==> src/rtl/ysyx_24080014_lsu.sv <==
// Load/store unit: one outstanding op, word-aligned valid/ready bus,
// byte strobes, load extraction and a REQ/WAIT timeout.
module ysyx_24080014_lsu #(
  parameter int TIMEOUT_CYCLES = 256
) (
  input  logic        clk,
  input  logic        rst_n,
  input  logic        in_valid,
  output logic        in_ready,
  input  logic        in_ren,
  input  logic        in_wen,
  input  logic [2:0]  in_funct3,
  input  logic [31:0] in_addr,
  input  logic [31:0] in_wdata,
  input  logic [4:0]  in_rd,
  output logic        req_valid,
  input  logic        req_ready,
  output logic        req_wen,
  output logic [31:0] req_addr,
  output logic [31:0] req_wdata,
  output logic [3:0]  req_wstrb,
  input  logic        rsp_valid,
  output logic        rsp_ready,
  input  logic [31:0] rsp_rdata,
  input  logic        rsp_err,
  output logic        out_valid,
  input  logic        out_ready,
  output logic [4:0]  out_rd,
  output logic [31:0] out_rdata,
  output logic        out_regwr,
  output logic [1:0]  out_err
);

  localparam int CW =
    (TIMEOUT_CYCLES > 1) ? $clog2(TIMEOUT_CYCLES + 1) : 1;
  localparam int TLIM =
    (TIMEOUT_CYCLES > 0) ? TIMEOUT_CYCLES - 1 : 0;

  typedef enum logic [1:0] {
    IDLE, REQ, WAIT, DONE
  } state_t;

  state_t          state;
  state_t          state_nx;
  logic            op_wen;
  logic [2:0]      op_f3;
  logic [1:0]      op_off;
  logic [CW-1:0]   cnt;
  logic            acc;
  logic            bad;
  logic            misal;
  logic            tmo;
  logic [31:0]     st_wdata;
  logic [3:0]      st_wstrb;
  logic [31:0]     ld_word;
  logic [31:0]     ld_data;

  assign in_ready  = rst_n & (state == IDLE);
  assign req_valid = (state == REQ);
  assign rsp_ready = (state == WAIT);
  assign out_valid = (state == DONE);
  assign acc       = in_valid & in_ready;

  assign tmo = (TIMEOUT_CYCLES != 0) &&
               (cnt == CW'(TLIM));

  // Classify the incoming op: illegal encoding or misaligned access
  always_comb begin
    bad = 1'b0;
    if (in_ren == in_wen)
      bad = 1'b1;
    else if (in_ren)
      bad = !(in_funct3 inside
              {3'b000, 3'b001, 3'b010,
               3'b100, 3'b101});
    else
      bad = !(in_funct3 inside
              {3'b000, 3'b001, 3'b010});
    misal = ((in_funct3[1:0] == 2'b01) &
             in_addr[0]) |
            ((in_funct3[1:0] == 2'b10) &
             (|in_addr[1:0]));
  end

  // Replicate store data across lanes and build byte strobes
  always_comb begin
    st_wdata = in_wdata;
    st_wstrb = 4'b1111;
    unique case (in_funct3[1:0])
      2'b00: begin
        st_wdata = {4{in_wdata[7:0]}};
        st_wstrb = 4'b0001 << in_addr[1:0];
      end
      2'b01: begin
        st_wdata = {2{in_wdata[15:0]}};
        st_wstrb = 4'b0011 << in_addr[1:0];
      end
      default: begin
        st_wdata = in_wdata;
        st_wstrb = 4'b1111;
      end
    endcase
    if (!in_wen)
      st_wstrb = 4'b0000;
  end

  // Shift the addressed bytes down and extend to 32 bits
  always_comb begin
    ld_word = rsp_rdata >> {op_off, 3'b000};
    unique case (op_f3)
      3'b000:
        ld_data = {{24{ld_word[7]}}, ld_word[7:0]};
      3'b001:
        ld_data = {{16{ld_word[15]}}, ld_word[15:0]};
      3'b100:
        ld_data = {24'b0, ld_word[7:0]};
      3'b101:
        ld_data = {16'b0, ld_word[15:0]};
      default:
        ld_data = ld_word;
    endcase
  end

  // State register
  always_ff @(posedge clk or negedge rst_n) begin
    if (!rst_n)
      state <= IDLE;
    else
      state <= state_nx;
  end

  // Next-state logic
  always_comb begin
    state_nx = state;
    unique case (state)
      IDLE:
        if (acc)
          state_nx = (bad | misal) ? DONE : REQ;
      REQ:
        if (req_ready)
          state_nx = WAIT;
        else if (tmo)
          state_nx = DONE;
      WAIT:
        if (rsp_valid | tmo)
          state_nx = DONE;
      DONE:
        if (out_ready)
          state_nx = IDLE;
      default:
        state_nx = IDLE;
    endcase
  end

  // Op capture, bus request fields, result and timeout counter
  always_ff @(posedge clk or negedge rst_n) begin
    if (!rst_n) begin
      op_wen    <= 1'b0;
      op_f3     <= 3'b0;
      op_off    <= 2'b0;
      cnt       <= '0;
      req_wen   <= 1'b0;
      req_addr  <= 32'b0;
      req_wdata <= 32'b0;
      req_wstrb <= 4'b0;
      out_rd    <= 5'b0;
      out_rdata <= 32'b0;
      out_regwr <= 1'b0;
      out_err   <= 2'b00;
    end else begin
      unique case (state)
        IDLE: if (acc) begin
          op_wen    <= in_wen;
          op_f3     <= in_funct3;
          op_off    <= in_addr[1:0];
          cnt       <= '0;
          req_wen   <= in_wen;
          req_addr  <= {in_addr[31:2], 2'b00};
          req_wdata <= st_wdata;
          req_wstrb <= st_wstrb;
          out_rd    <= in_rd;
          out_rdata <= 32'b0;
          out_regwr <= 1'b0;
          out_err   <= (bad | misal) ? 2'b01 : 2'b00;
        end
        REQ: if (!req_ready) begin
          cnt <= cnt + 1'b1;
          if (tmo)
            out_err <= 2'b11;
        end
        WAIT: if (rsp_valid) begin
          if (rsp_err)
            out_err <= 2'b10;
          else if (!op_wen) begin
            out_rdata <= ld_data;
            out_regwr <= 1'b1;
          end
        end else begin
          cnt <= cnt + 1'b1;
          if (tmo)
            out_err <= 2'b11;
        end
        DONE: if (out_ready)
          out_regwr <= 1'b0;
        default: ;
      endcase
    end
  end

endmodule

==> config.mk <==
export PLATFORM = sky130hd
export DESIGN_NAME = ysyx_24080014_lsu
export DESIGN_NICKNAME = d
export VERILOG_FILES = /design/src/rtl/ysyx_24080014_lsu.sv
export SDC_FILE = /design/constraint.sdc
export NUM_CORES = 1
export LEC_CHECK = 0
export BUFFER_PORTS_ARGS = -buffer_cell sky130_fd_sc_hd__buf_2
export CAP_MARGIN = 20
export CORE_AREA = 2 2 118 120
export DETAILED_ROUTE_END_ITERATION = 8
export DIE_AREA = 0 0 120 122
export GPL_TIMING_DRIVEN = 0
export PLACE_DENSITY = 0.73
export SLEW_MARGIN = 20
export SYNTH_ARGS = -nofsm -noshare
export SYNTH_HDL_FRONTEND = slang
export SYNTH_SLANG_ARGS = --single-unit
==> constraint.sdc <==
create_clock -name clk -period 2.6 [get_ports clk]
set_input_delay 0.39 -clock clk [delete_from_list [all_inputs] [get_ports clk]]
set_output_delay 0.39 -clock clk [all_outputs]
set_load 0.02 [all_outputs]
==> parameters.txt <==
Parameter                              Value

Run status
  Result of the run ... finished clean

Route
  Post-DR wirelength/cell ... 17.2 um
  Vias ... around 5,100
  DRT Wirelength ... roughly 17 mm
  Remaining routing DRC violations ... 0
  1st-pass router iterations ... 5
  Detail Route Antenna Nets ... 0
  Via-to-Cell Ratio ... roughly 5.3
  Drt first-iter violations ... 283

Synth
  Leading post-synthesis cells by cell area ... sky130_fd_sc_hd__dfrtp_1 (53%), sky130_fd_sc_hd__mux2_2 (11%), sky130_fd_sc_hd__mux2i_1 (7.2%)
  Fraction of synthesis flops using an asynchronous set or reset pin ... 100%
  Distinct cells, synth ... between 40 and 50
  Mean cell area of the mapped netlist ... around 11 um2
  Synthesized flop and latch total ... 123
  Summed instance area of the synthesized netlist ... 5850 um2
  Largest area contributor in the netlist ... sky130_fd_sc_hd__dfrtp_1
  Sequential element share of the synthesized area ... between 50% and 60%
  Yosys warning count ... 0
  Main synth FF type ... sky130_fd_sc_hd__dfrtp_1
  Post-Syn Instances ... ~520
  Share of the synthesized area in the top cell type ... 52.6%
  Post-synth EDFFs ... 0

CTS
  Clock slew at reported path FFs ... 0.06 ns
  Post-CTS setup buffer count ... 0
  Post-cts resize count ... 0
  Clock root buffer ... sky130_fd_sc_hd__clkbuf_16
  Maximum level of the CTS H-tree ... 4
  Number of clock sinks ... ~120
  Number of buffers added by the clock tree synthesis step ... 17
  Buffer depth of the longest clock path ... 2
  Clock tree from TritonCTS ... done
  Clk_lat worst skew ... roughly 0.41 ns

Final layout
  Antenna diode instance count ... 0
  Number of standard cells in the layout, taps in and fillers out ... 962
  Fraction of layout instances using a drive strength above 1 ... between 40% and 50%
  Number of fillers in the final layout ... 1,147
  Non-Filler Cell Area, Final ... about 8000 um2
  Finished Core Util ... just under 60%
  Synth-to-layout area growth ... 36.5%
  Commonest non-fill, non-tap cells in the layout ... sky130_fd_sc_hd__buf_2 (231), sky130_fd_sc_hd__dfrtp_1 (123), sky130_fd_sc_hd__nand2_1 (58)
  Leading cell type in the layout, fill and taps excluded ... sky130_fd_sc_hd__buf_2
  Number of nets in the final layout ... between 800 and 900

Critical path
  Slowest stage cell on the critical path ... sky130_fd_sc_hd__dlygate4sd3_1
  Startpoint types ... input pin
  Top fanout value on the critical path ... 10
  Worst Setup Path Type ... input pin to flip-flop
  Worst Path Required ... around 2.9 ns
  Cells along the critical path ... dlygate4sd3_1, buf_6, buf_16, and2_1, nand2_1, clkbuf_1, buf_2, mux2_2
  Kind of cell with the highest combined delay on the critical path ... buffers and inverters
  Crit end category ... flip-flop
  CP bufs+invs ... 5
  Slowest Stage Delay on Critical Path ... between 0.5 and 0.6 ns
  Worst EP arrival ... ~2.7 ns

Power and ir drop
  Cell Pwr Density ... 1300 nW/um2
  Maximum ir drop on the vdd rail ... a little over 0.0008 V
  Static Leakage ... roughly 4.1 nW

Place
  Post-place setup slack ... -0.137 ns
  # placed instances ... ~900
  Number of buffer cells added on primary ports ... 223
  Final GP Congestion ... approximately 0.83
  HPWL after detailed placement ... 12.2 mm
  Post-detailed-placement cell area ... 7230 um2

Floorplanning
  Starting density of the core ... 43.4%
  Floorplan die area ... 14,600 um2
  Core Region ... roughly 14,000 um2
  Die boundary width ... around 120 um
  Overall die height ... 122 um
  Top Ports ... 226
  Row Count ... 43

Global routing
  Total global routing track utilization ... a little under a quarter
  Overflow left after global routing ... 0
  Initial antenna violation count ... 0
  Global-route wire length before repair ... ~26 mm
  Number of global-route vias before repair ... approximately 5,200
  Largest net degree at the start of global routing ... 63

STA
  Slew of the pin with the lowest slew margin ... 0.938 ns
  Final count of negative-setup-slack endpoints ... 0
  Final critical path time including I/O delays and setup ... about 2.4 ns
  Achievable frequency ... a little over 400 MHz
  Worst hold slack after final layout ... approximately 0.21 ns
  RSZ-0062 raised after global routing ... no
  Setup slack of the critical path after layout ... 0.160 ns
  Tcrit/Tclk final ... roughly 94%
  Headroom to the max-slew limit ... roughly 37%
  Worst Clk Skew ... approximately 0.0067 ns
  Final count of pins violating max slew ... 0
  Final Hold Vio Count ... 0

Worst hold path
  Kind of path behind the tightest hold check ... input pin to flip-flop

Job
  Max-capacitance violation count ... 0
worst paths after layout:
check	startpoint	to	slack (ns)	cells after the start
min in group asynchronous	rst_n	req_addr[21]	0.48	3
hold reg to reg	req_wdata[9]	req_wdata[9]	0.48	2
hold / removal	in_addr[10]	req_addr[10]	0.21	2
setup / recovery	rst_n	req_addr[9]	0.16	8
setup reg to reg	state[0]	req_addr[9]	0.21	7
max in group asynchronous	rst_n	req_wdata[4]	1.66	4
metal layers:
| metal | vias up | part of all wire (%) | global-route usage (%) | wire length [um] |
|---|---|---|---|---|
| met3 | 25 | 8.2 | 7.40 | 1350 |
| met2 | 218 | 49 | 38.8 | 8110 |
| met4 | 0 | 1.4 | 8.31 | 229 |
| met1 | 2470 | 42 | 27.4 | 6900 |
| li1 | 2371 | - | - | - |
| met5 | - | 0 | 0 | 0 |
cells in the mapped netlist (all sizes together), types with 3 or more instances:
cell type	count
a221o	17
dfrtp	123
nand3	4
nand2	59
o21ai	57
inv	7
nand3b	11
o21a	3
ha	8
mux2i	42
clkbuf	19
o211ai	3
nor3b	3
nand2b	4
nor2	28
a21oi	29
nor4b	3
buf	15
and3	4
mux2	56
flip-flops by register name, indices dropped and copies added, names as in the netlist:
| signal | cells |
|---|---|
| cnt | 9 |
| op_f3 | 3 |
| op_off | 2 |
| op_wen | 1 |
| out_err | 2 |
| out_rd | 5 |
| out_rdata | 32 |
| out_regwr | 1 |
| req_addr | 30 |
| req_wdata | 32 |
| req_wstrb | 4 |
| state | 2 |
metrics by stage:
stage,TNS [ns],power [mW]
after floorplan,0,6.22
after global placement,-195.93,7.62
after detailed placement,-5.32,7.77
after CTS,0,10.5
after global routing,0,11.0
final,0,10.4
cells by family (layout without fill, tap and decap cells):
family	Yosys count	count (layout)	synth area share (%)
compound gates	124	124	13.5
fa+ha+maj	8	8	1.71
buf+inv	41	301	3.21
flops	123	123	52.6
mux	99	99	18.3
other cells	1	2	0.0641
simple gates	125	125	10.6
report_power, final:
group / switching [mW] / internal (mW)
Combinational: 2.72 / 1.77
Clock: 0.891 / 1.76
Sequential: 0.511 / 2.78
Total: 4.12 / 6.30
worst reg2reg max path, cell delays in order, from the launching register on:
cell	delay, ns
sky130_fd_sc_hd__dfrtp_1	0.40
sky130_fd_sc_hd__inv_1	0.11
sky130_fd_sc_hd__ha_1	0.27
sky130_fd_sc_hd__and2_1	0.19
sky130_fd_sc_hd__nand2_1	0.15
sky130_fd_sc_hd__clkbuf_1	0.44
sky130_fd_sc_hd__buf_2	0.36
sky130_fd_sc_hd__mux2_2	0.37
layout make-up:
type                       instances  area (um2)  share of cell area [%]
timing repair buffer             228        1240                    15.5
multi-input combinational        358        2590                    32.4
sequential                       123        3080                    38.5
clock inverter                    13         214                    2.68
clock buffer                      19         453                    5.67
inverter                           7        26.3                   0.329
tap                              180         225                    2.82
buffer                            34         161                    2.02
what timing repair did:
item	in CTS	in global routing
endpoints found under the setup margin	0	0
hold buffers	4	0
endpoints found under the hold margin	62	0
No activity file was read; power rests on OpenSTA's default activity.
